[src/rtl/systolic_pkg.sv]
// Shared definitions for the systolic operand protocol: feeder FSM states and
// the default operand width also used by the MAC PE.
package systolic_pkg;

    localparam int SYS_DATA_WIDTH = 32;

    typedef enum logic [2:0] {
        IDLE      = 3'd0,
        LOAD      = 3'd1,
        SKEW_WAIT = 3'd2,
        STREAM    = 3'd3,
        FINISH    = 3'd4
    } feeder_state_t;

endpackage

[src/rtl/systolic_edge_feeder_if.sv]
// Host-write and PE-stream signals of one systolic edge lane, bundled with
// modports for the feeder (slave) and whatever drives it (master).
interface systolic_edge_feeder_if #(
    parameter int DATA_WIDTH = systolic_pkg::SYS_DATA_WIDTH
) ();

    // Host side: a word moves on a rising clk edge where wr_valid & wr_ready;
    // wr_data/wr_last are held with wr_valid until then. PE side: a word moves
    // on a rising edge where out_waiting & out_ready; out_data/out_waiting stay
    // stable until then, and out_finished is held until an edge sees out_ready.
    logic [DATA_WIDTH-1:0] wr_data;
    logic                  wr_valid;
    logic                  wr_last;
    logic                  wr_ready;
    logic [DATA_WIDTH-1:0] out_data;
    logic                  out_waiting;
    logic                  out_ready;
    logic                  out_finished;

    modport master (
        output wr_data, wr_valid, wr_last, out_ready,
        input  wr_ready, out_data, out_waiting, out_finished
    );

    modport slave (
        input  wr_data, wr_valid, wr_last, out_ready,
        output wr_ready, out_data, out_waiting, out_finished
    );

endinterface

[src/rtl/operand_fifo.sv]
// Small synchronous FIFO holding one operand vector; pointers carry an extra
// wrap bit so full and empty are distinguished without a separate counter.
module operand_fifo #(
    parameter int DATA_WIDTH = 32,
    parameter int DEPTH      = 8
) (
    input  logic                    clk,
    input  logic                    rst_n,
    input  logic                    push,
    input  logic [DATA_WIDTH-1:0]   push_data,
    input  logic                    pop,
    output logic [DATA_WIDTH-1:0]   head,
    output logic                    full,
    output logic                    empty,
    output logic [$clog2(DEPTH):0]  count
);

    localparam int AW = $clog2(DEPTH);
    localparam int PW = AW + 1;

    logic [DATA_WIDTH-1:0] mem_q [DEPTH];
    logic [PW-1:0]         wr_ptr_q, wr_ptr_d;
    logic [PW-1:0]         rd_ptr_q, rd_ptr_d;
    logic                  do_push;
    logic                  do_pop;

    assign empty   = (wr_ptr_q == rd_ptr_q);
    assign full    = (wr_ptr_q[AW] != rd_ptr_q[AW]) &&
                     (wr_ptr_q[AW-1:0] == rd_ptr_q[AW-1:0]);
    assign count   = wr_ptr_q - rd_ptr_q;
    assign do_push = push & ~full;
    assign do_pop  = pop & ~empty;
    assign head    = mem_q[rd_ptr_q[AW-1:0]];

    always_comb begin
        wr_ptr_d = wr_ptr_q + PW'(do_push);
        rd_ptr_d = rd_ptr_q + PW'(do_pop);
    end

    always_ff @(posedge clk or negedge rst_n) begin
        if (!rst_n) begin
            wr_ptr_q <= '0;
            rd_ptr_q <= '0;
        end else begin
            wr_ptr_q <= wr_ptr_d;
            rd_ptr_q <= rd_ptr_d;
        end
    end

    // Storage needs no reset: nothing is read before it has been written.
    always_ff @(posedge clk) begin
        if (do_push) begin
            mem_q[wr_ptr_q[AW-1:0]] <= push_data;
        end
    end

endmodule

[src/rtl/systolic_edge_feeder.sv]
// Edge feeder for one systolic lane: latches a host vector, waits SKEW idle
// cycles, streams it to the first PE, then raises finished until acknowledged.
module systolic_edge_feeder
    import systolic_pkg::*;
#(
    parameter int DATA_WIDTH = SYS_DATA_WIDTH,
    parameter int DEPTH      = 8,
    parameter int SKEW       = 0
) (
    input  logic                    clk,
    input  logic                    rst_n,
    systolic_edge_feeder_if.slave   bus,
    output logic                    busy,
    output logic [$clog2(DEPTH):0]  vec_len,
    output logic [2:0]              dbg_state
);

    localparam int LEN_W = $clog2(DEPTH) + 1;

    localparam logic [2:0] S_IDLE      = IDLE;
    localparam logic [2:0] S_LOAD      = LOAD;
    localparam logic [2:0] S_SKEW_WAIT = SKEW_WAIT;
    localparam logic [2:0] S_STREAM    = STREAM;
    localparam logic [2:0] S_FINISH    = FINISH;

    logic [2:0]            state_q, state_d;
    logic [3:0]            skew_cnt_q, skew_cnt_d;
    logic [LEN_W-1:0]      vec_len_q, vec_len_d;
    logic                  out_waiting_q, out_waiting_d;
    logic                  out_finished_q, out_finished_d;
    logic                  alive_q;
    logic                  wr_ready;
    logic                  accept;
    logic                  pop;
    logic                  fifo_full;
    logic                  fifo_empty;
    logic [DATA_WIDTH-1:0] fifo_head;
    logic [LEN_W-1:0]      fifo_count;

    // alive_q keeps wr_ready low until the first edge after reset release.
    assign wr_ready = alive_q & ((state_q == S_IDLE) |
                                 ((state_q == S_LOAD) & ~fifo_full));
    assign accept   = bus.wr_valid & wr_ready;
    assign pop      = (state_q == S_STREAM) & out_waiting_q & bus.out_ready & ~fifo_empty;

    operand_fifo #(
        .DATA_WIDTH (DATA_WIDTH),
        .DEPTH      (DEPTH)
    ) u_fifo (
        .clk       (clk),
        .rst_n     (rst_n),
        .push      (accept),
        .push_data (bus.wr_data),
        .pop       (pop),
        .head      (fifo_head),
        .full      (fifo_full),
        .empty     (fifo_empty),
        .count     (fifo_count)
    );

    always_comb begin
        state_d        = state_q;
        skew_cnt_d     = skew_cnt_q;
        vec_len_d      = vec_len_q;
        out_waiting_d  = out_waiting_q;
        out_finished_d = out_finished_q;
        case (state_q)
            S_IDLE: begin
                if (accept) begin
                    vec_len_d = LEN_W'(1);
                    if (bus.wr_last) begin
                        state_d    = S_SKEW_WAIT;
                        skew_cnt_d = 4'(SKEW);
                    end else begin
                        state_d = S_LOAD;
                    end
                end
            end
            S_LOAD: begin
                if (accept) begin
                    vec_len_d = vec_len_q + LEN_W'(1);
                    // A full buffer ends the vector even without wr_last.
                    if (bus.wr_last || (vec_len_d == LEN_W'(DEPTH))) begin
                        state_d    = S_SKEW_WAIT;
                        skew_cnt_d = 4'(SKEW);
                    end
                end
            end
            S_SKEW_WAIT: begin
                if (skew_cnt_q == 4'd0) begin
                    state_d = S_STREAM;
                end else begin
                    skew_cnt_d = skew_cnt_q - 4'd1;
                end
            end
            S_STREAM: begin
                // First STREAM cycle only raises waiting; the data is the FIFO head.
                if (!out_waiting_q) begin
                    out_waiting_d = 1'b1;
                end else if (bus.out_ready && (fifo_count == LEN_W'(1))) begin
                    out_waiting_d  = 1'b0;
                    out_finished_d = 1'b1;
                    state_d        = S_FINISH;
                end
            end
            S_FINISH: begin
                if (bus.out_ready) begin
                    out_finished_d = 1'b0;
                    vec_len_d      = '0;
                    state_d        = S_IDLE;
                end
            end
            default: begin
                state_d        = S_IDLE;
                out_waiting_d  = 1'b0;
                out_finished_d = 1'b0;
                vec_len_d      = '0;
            end
        endcase
    end

    always_ff @(posedge clk or negedge rst_n) begin
        if (!rst_n) begin
            state_q        <= S_IDLE;
            skew_cnt_q     <= '0;
            vec_len_q      <= '0;
            out_waiting_q  <= 1'b0;
            out_finished_q <= 1'b0;
            alive_q        <= 1'b0;
        end else begin
            state_q        <= state_d;
            skew_cnt_q     <= skew_cnt_d;
            vec_len_q      <= vec_len_d;
            out_waiting_q  <= out_waiting_d;
            out_finished_q <= out_finished_d;
            alive_q        <= 1'b1;
        end
    end

    assign bus.wr_ready     = wr_ready;
    assign bus.out_data     = out_waiting_q ? fifo_head : '0;
    assign bus.out_waiting  = out_waiting_q;
    assign bus.out_finished = out_finished_q;
    assign busy             = (state_q != S_IDLE);
    assign vec_len          = vec_len_q;
    assign dbg_state        = state_q;

endmodule

[src/flat_wrapper.sv]
// flat-port wrapper written by rule: the top's interface ports become plain ports
module systolic_edge_feeder_flat import systolic_pkg::*;
#(
    parameter int DATA_WIDTH = SYS_DATA_WIDTH,
    parameter int DEPTH      = 8,
    parameter int SKEW       = 0
)
  (clk, rst_n, busy, vec_len, dbg_state, bus_wr_data, bus_wr_valid, bus_wr_last, bus_out_ready, bus_wr_ready, bus_out_data, bus_out_waiting, bus_out_finished);
  systolic_edge_feeder_if #(.DATA_WIDTH(DATA_WIDTH)) bus_i ();
  input  logic clk;
  input  logic rst_n;
  output logic busy;
  output logic [$clog2(DEPTH):0] vec_len;
  output logic [2:0] dbg_state;
  input wire logic [$bits(bus_i.wr_data)-1:0] bus_wr_data;
  input wire logic [$bits(bus_i.wr_valid)-1:0] bus_wr_valid;
  input wire logic [$bits(bus_i.wr_last)-1:0] bus_wr_last;
  input wire logic [$bits(bus_i.out_ready)-1:0] bus_out_ready;
  output wire logic [$bits(bus_i.wr_ready)-1:0] bus_wr_ready;
  output wire logic [$bits(bus_i.out_data)-1:0] bus_out_data;
  output wire logic [$bits(bus_i.out_waiting)-1:0] bus_out_waiting;
  output wire logic [$bits(bus_i.out_finished)-1:0] bus_out_finished;
  assign bus_i.wr_data = bus_wr_data;
  assign bus_i.wr_valid = bus_wr_valid;
  assign bus_i.wr_last = bus_wr_last;
  assign bus_i.out_ready = bus_out_ready;
  assign bus_wr_ready = bus_i.wr_ready;
  assign bus_out_data = bus_i.out_data;
  assign bus_out_waiting = bus_i.out_waiting;
  assign bus_out_finished = bus_i.out_finished;
  systolic_edge_feeder #(.DATA_WIDTH(DATA_WIDTH), .DEPTH(DEPTH), .SKEW(SKEW)) u_core (.clk(clk), .rst_n(rst_n), .bus(bus_i), .busy(busy), .vec_len(vec_len), .dbg_state(dbg_state));
endmodule
[config.mk]
export PLATFORM = sky130hd
export DESIGN_NAME = systolic_edge_feeder_flat
export DESIGN_NICKNAME = d
export VERILOG_FILES = /design/src/rtl/systolic_pkg.sv /design/src/rtl/systolic_edge_feeder_if.sv /design/src/rtl/operand_fifo.sv /design/src/rtl/systolic_edge_feeder.sv /design/src/flat_wrapper.sv
export SDC_FILE = /design/constraint.sdc
export NUM_CORES = 1
export LEC_CHECK = 0
export CAP_MARGIN = 20
export CORE_ASPECT_RATIO = 1.5
export CORE_MARGIN = 4
export CORE_UTILIZATION = 55
export CTS_CLUSTER_DIAMETER = 200
export CTS_CLUSTER_SIZE = 24
export DETAILED_ROUTE_END_ITERATION = 10
export PLACE_DENSITY = 0.75
export RECOVER_POWER = 100
export SYNTH_ARGS = -nofsm -noshare
export SYNTH_HDL_FRONTEND = slang
export SYNTH_SLANG_ARGS = --single-unit
[constraint.sdc]
create_clock -name clk -period 11.3 [get_ports clk]
set_input_delay 1.695 -clock clk [delete_from_list [all_inputs] [get_ports clk]]
set_output_delay 1.695 -clock clk [all_outputs]
set_load 0.005 [all_outputs]
* Word level (Yosys, flattened, before mapping) *
Memory sizes are Yosys's and may differ from the RTL's.
Index checks and enable logic that the tools add are counted.

word-level totals
  logic and storage cells = 88
  output and inout port bits = 43
  RAM bits = 256
  flip-flop bits (word level) = 22
  input port bits = 37
  memories = 1

operators by class
  muxes and demuxes = 29
  equality and inequality tests = 18
  reduce and logical (&&, ||, !) cells = 14
  bitwise operators = 13
  $add $sub $neg = 5

memories
  memory               words  width  rd ports  clocked after memory_dff  write ports  line                text
  u_core.u_fifo.mem_q  8      32     1         0                         1            operand_fifo.sv:21  logic [DATA_WIDTH-1:0] mem_q [DEPTH];

operators with widths
  operator                                           number
  2-to-1 mux 32 bit                                  1
  2-to-1 mux 4 bit                                   8
  2-to-1 mux 3 bit                                   7
  one-hot mux 4 bit (4 select lines)                 1
  one-hot mux 3 bit (5 select lines)                 1
  != test 2 bit (second input constant)              7
  one-hot mux 4 bit (3 select lines)                 1
  adder 4 x 1 -> 4 bit                               2
  bitwise AND 1 bit                                  8
  AND reduction 4 bit                                2
  2-to-1 mux 1 bit                                   7
  AND reduction 7 bit                                1
  == test 3 x 2 -> 1 bit (second input constant)     2
  AND reduction 6 bit                                1
  nonzero test 3 bit                                 2
  adder 4 x 1 -> 4 bit (second input constant)       1
  == test 4 x 1 -> 1 bit (second input constant)     1
  == test 4 bit                                      1
  == test 4 bit (second input constant)              1
  logical NOT 4 bit                                  1
  != test 2 x 1 -> 1 bit (second input constant)     2
  inverter 1 bit                                     4
  OR reduction 4 bit                                 1
  subtractor 4 x 1 -> 4 bit (second input constant)  1
  14 further kinds                                   15

* Depth between registers and ports, before layout *
  depth in word-level cells = 10
  mapped depth = 10
  mapped depth without buffers = 10

* Modules after synthesis *
Synthesis repeated with hierarchy kept, for this count alone.

second synthesis, totals
  cell total of the unflattened synthesis = 619
  area, all modules = 11278.3 um^2

modules (own cells, without submodules)
  module                area an instance (um^2)  cells each  instances  seq. area each (um^2)
  operand_fifo          10211.0                  489         1          7887.6
  systolic_edge_feeder  1067.3                   130         1          350.3

* Worst setup path after synthesis *
OpenSTA, ideal clock, no wires.

  kind = in2reg
  start = in bus_wr_valid
  end = mem u_core.u_fifo.mem_q[1][0], enable pin
  slack = 6320 ps
  stages on the path = 4
  required time = 10839 ps
  arrival time = 4519 ps
  buffers on the path = 0
  library setup time = 461 ps
  cells stage by stage = nand2_1 > nor4_1 > nand2_1 > nor3_1

on the way
  cells in the longest elaborated chain, start to end = 4

ends and longest elaborated chain
  item                                    line                        text
  from (decl)                             flat_wrapper.sv:16          input wire logic [$bits(bus_i.wr_valid)-1:0] bus_wr_valid;
  bitwise AND 1 bit                       systolic_edge_feeder.sv:43  assign accept = bus.wr_valid & wr_ready;
  bitwise AND 1 bit                       operand_fifo.sv:31          assign do_push = push & ~full;
  2-to-1 mux 1 bit                        operand_fifo.sv:52          if (do_push) begin
  2-to-1 mux 1 bit (implied by the code)  operand_fifo.sv:53          mem_q[wr_ptr_q[AW-1:0]] <= push_data;
  to (decl)                               operand_fifo.sv:21

Every way passes these cells.

* Final worst setup path *
  start = reg u_core.u_fifo.rd_ptr_q[1]
  end = mem u_core.u_fifo.mem_q[7][8], enable pin

on the way
  cells in the longest elaborated chain, start to end = 10

ends and longest elaborated chain
  item                                      line                                            text
  from (decl)                               operand_fifo.sv:23                              logic [PW-1:0] rd_ptr_q, rd_ptr_d;
  from (signal assigned)                    operand_fifo.sv:46                              rd_ptr_q <= rd_ptr_d;
  == test 3 bit *                           operand_fifo.sv:29                              (wr_ptr_q[AW-1:0] == rd_ptr_q[AW-1:0]);
  logical AND 1 bit *                       operand_fifo.sv:28                              assign full = (wr_ptr_q[AW] != rd_ptr_q[AW]) &&
  inverter 1 bit *                          operand_fifo.sv:31, systolic_edge_feeder.sv:42
  bitwise AND 1 bit                         systolic_edge_feeder.sv:42                      ((state_q == S_LOAD) & ~fifo_full));
  bitwise OR 1 bit                          systolic_edge_feeder.sv:41                      assign wr_ready = alive_q & ((state_q == S_IDLE) |
  bitwise AND 1 bit                         systolic_edge_feeder.sv:41
  bitwise AND 1 bit                         systolic_edge_feeder.sv:43
  bitwise AND 1 bit *                       operand_fifo.sv:31
  2-to-1 mux 1 bit *                        operand_fifo.sv:52
  2-to-1 mux 1 bit (implied by the code) *  operand_fifo.sv:53

Mark *: on every way between the ends. The rest lies on a longest branch, timed or not.

==> impl_summary.md <==
Global route
The largest net degree at the start of global routing is 44. The via count of the first global-routing pass is 5890. Across every metal layer, demand over resource in global routing totals 0.199.

The wire length of the first global-routing pass is 33300 um. The most crowded layer after global routing is met2. For met3 alone, demand over resource in global routing was 0.0219. For this run, global-route usage on met1 was measured as 0.262.

The met2 demand-to-capacity share in global routing is 0.348. The residual overflow from global routing is 0. The number of antenna violations at the first check in global routing was 1.

Timing
The shortest period the worst path allows is 7.34 ns. Setup repair after global routing left no endpoint under its margin. The minimum hold slack is 0.535 ns. Setup total negative slack on the finished layout was measured at 0 ns. Based on the critical path, the design can be clocked at up to 136 MHz. The setup clock skew after layout is 0.0212 ns. The max-slew violation count is 298.

The final hold violation count is 0. The worst pin sits at a relative slew slack of -1.16. In the finished design, the share of the clock period the worst path needs comes to 0.650. The total of endpoints with negative setup slack in the final report is 0. The worst setup slack after layout is 3.96 ns. For the pin with the worst max-slew slack, the measured transition is 3.25 ns.

Floorplan
The floorplan has 63 rows. Pin placement for this block handled 80 I/O pins. The die is 181 um tall. The floorplan step defined a core boundary enclosing 19700 um^2. For this configuration, the core starts out at a cell density of 0.558.

The die outline area is 22400 um^2. The overall die width is 123 um.

Yosys
The synthesized design spends more area on one cell type than any other, namely sky130_fd_sc_hd__edfxtp_1. After technology mapping, the gate count stands at 580. The share of the yosys chip area belonging to registers is 0.749. A synthesized cell averages 19.0 um^2. The synthesized netlist occupies a cell area of 11000 um^2. Of the total synthesized cell area, the portion taken by XOR and XNOR cells is 0.00637. Of all flip-flops after synthesis, the portion carrying an async set or reset was 0.0791. The fraction of the mapped netlist area in compound gates was 0.0416. In this run, synthesis inferred 256 flip-flops with an integrated enable. Measured against the total synthesized area, the mux share comes to 0.132. In the synthesized netlist the dominant register cell turns out to be sky130_fd_sc_hd__edfxtp_1. The Yosys step of the flow raised 0 warnings. The share of synthesized area in the top cell type comes to 0.699.

After synthesis, the cell types taking the most area are sky130_fd_sc_hd__edfxtp_1 70%, sky130_fd_sc_hd__mux4_2 13%, sky130_fd_sc_hd__dfrtp_1 5.0%. The flip-flop and latch count after synthesis is 278. Of the total synthesized cell area, the portion taken by full adders, half adders and majority gates is 0.0121. When the netlist entered floorplanning its net count stood at 627. The number of unique standard cell types used by synthesis is 43. Of the total synthesized cell area, the portion taken by AND, OR, NAND and NOR gates is 0.0465. By area, the combinational part of the netlist is dominated by multiplexers.

Flow run
Max-cap violations in this run came to 9.

Placement
Timing analysis after detailed placement gives a worst setup slack of 6.54 ns. The number of instances in the placed design is 907. The detailed-placement wirelength estimate is 12400 um. The placer's final routability congestion estimate is 0.746. Port buffering added 79 buffers.

Clocking
The clock edge transition at the registers on the reported setup and hold paths is 0.10 ns. Clock tree synthesis found a total of 278 sinks. The deepest level of the CTS H-tree is 1.

In this run, CTS created clock tree buffers numbering 15. The hold buffer count at CTS is 0. The CTS tree is done. The count of cells resized by post-cts repair is 0. Buffers added to address setup during post-CTS repair amount to 0. The library cell used as clock root buffer is sky130_fd_sc_hd__clkbuf_16. The later pin in the worst-skew pair is clocked with a latency of 0.48 ns.

The clock passes through at most 3 buffers.

Finish
The finished layout holds 934 standard cells, fillers aside. The count of nets after finishing is 712. Once layout is complete, the utilization of the core stands at 0.635.

Of the cells placed in the final design, the portion with a size suffix greater than 1 is 0.134. From synthesis to final layout, the design area changed by 13.7%.

Detailed routing
The average detailed-routed wire length per instance is 23.0 um. The first-pass detailed-route iteration total is 5. The routed layout has 5566 vias.

The antenna violation net count after detailed routing is 0. After detailed routing, the total wire length is 21500 um. The first-iteration detailed-routing DRC count is 463. The post-detailed-route DRC marker count is 0. After detailed routing, the number of vias per cell comes to 5.96.

Pwr
The switching share of power is 0.298. The share of total power dissipated in sequential elements is 0.474. The worst-case IR drop observed on VDD is 131 uV. The share of total power dissipated in the clock network is 0.199. Of the total power, combinational logic draws 0.326. The leakage power summed over all cells is 4.11 nW. The analysis attributes to net switching a power of 0.824 mW. Cell internal power was estimated by the tool at 1.94 mW.

The power density normalized to cell area is 221 nW/um^2.

Worst setup path
The kind of critical path is reg2reg. The endpoint type of the worst setup path is a flip-flop. The startpoint type of the worst setup path is a flip-flop.

At the worst endpoint, the required time is 11.34 ns. The maximum net fanout on the critical path is 43. The data arrival time of the critical path is 7.38 ns.

Outcome
The final reports fail on capacitance limit, slew limit. The flow ran to the end, but the final reports show violations.

Worst hold path
The min-delay analysis places its worst path in the category reg2reg.
==> metrics by stage <==
step / total power [mW] / cell area [um^2]
floorplan: 1.88 / 11000
global placement: 2.25 / 12200
detailed placement: 2.29 / 12200
CTS: 2.83 / 12600
global route: 2.93 / 12500
finish: 2.77 / 12500
==> synthesized netlist by cell type, drive strengths merged (4+ instances only) <==
cell type / number
edfxtp: 256
nand2: 84
mux4: 64
a21boi: 32
dfrtp: 22
o21ai: 15
clkbuf: 14
buf: 12
nor2: 11
ha: 9
inv: 8
a21oi: 7
nand3: 5
nor3: 4
xnor2: 4
xor2: 4
==> critical path: stages, from the launching register on <==
cell and delay [ns]:
sky130_fd_sc_hd__dfrtp_1 1.09, sky130_fd_sc_hd__clkbuf_1 1.90, sky130_fd_sc_hd__inv_1 0.32, sky130_fd_sc_hd__ha_1 0.42
sky130_fd_sc_hd__and3_1 0.19, sky130_fd_sc_hd__and2_0 0.19, sky130_fd_sc_hd__nor4_1 0.48, sky130_fd_sc_hd__nand2_1 0.30
sky130_fd_sc_hd__nor2_4 0.15, sky130_fd_sc_hd__clkbuf_1 1.79
==> final timing paths <==
check / slack [ns] / startpoint / endpoint / depth (start not counted)
worst min-delay path: 0.54 / u_core.u_fifo.rd_ptr_q[3] / u_core.u_fifo.rd_ptr_q[3] / 1
max in group asynchronous: 8.49 / rst_n / u_core.u_fifo.rd_ptr_q[0] / 2
worst max register to register: 3.96 / u_core.u_fifo.rd_ptr_q[1] / u_core.u_fifo.mem_q[7][8] / 9
min in group asynchronous: 1.53 / rst_n / u_core.vec_len[1] / 1
worst min register to register: 0.54 / u_core.u_fifo.rd_ptr_q[3] / u_core.u_fifo.rd_ptr_q[3] / 1
worst max-delay path: 3.96 / u_core.u_fifo.rd_ptr_q[1] / u_core.u_fifo.mem_q[7][8] / 9
==> logic make-up after synthesis <==
group,Yosys count
compound gates,65
xor+xnor,8
mux,65
other cells,1
flops,278
simple gates,119
buf+inv,34
fa+ha+maj,10
==> layer usage <==
metal  share of wire  vias to the layer above
met2            0.53                      170
met3           0.049                       32
met1            0.39                     2904
met5               0                        -
li1                -                     2460
met4           0.027                        0
==> sequential cells by signal, summed over array words and instances, names as in the netlist <==
| signal | cells |
|---|---|
| u_core.bus.out_waiting | 1 |
| u_core.alive_q | 1 |
| u_core.u_fifo.rd_ptr_q | 4 |
| u_core.u_fifo.wr_ptr_q | 4 |
| u_core.dbg_state | 3 |
| u_core.u_fifo.mem_q | 256 |
| u_core.skew_cnt_q | 4 |
| u_core.vec_len | 4 |
| u_core.bus.out_finished | 1 |
==> power by group through the flow <==
stage | registers, mW | logic, mW | clock network, mW
6_report | 1.31 | 0.902 | 0.552
2_1_floorplan | 1.27 | 0.613 | 0
5_1_grt | 1.33 | 0.995 | 0.602
3_5_place_dp | 1.34 | 0.948 | 0
3_3_place_gp | 1.33 | 0.925 | 0
4_1_cts | 1.31 | 0.953 | 0.565
==> area by class of cell <==
type	instances	area, um^2
diodes	1	2.50
flip-flops and latches	278	8240
clock inverters	1	11.3
fillers	1403	7190
clock buffers	24	409
well taps	260	325
repair buffers	94	858
inverters	8	30.0
multi-input cells	268	2640
==> cell usage in the layout (no fill, tap or decap), drive strengths merged, types with 6 or more instances in the layout <==
cell type      instances
edfxtp               256
inv                    9
o21ai                 15
clkdlybuf4s50          6
mux4                  64
nand2                 84
dlygate4sd3           73
nor2                  11
a21boi                32
ha                     9
dfrtp                 22
a21oi                  7
clkbuf                36
Power figures use the tool's default switching activity.
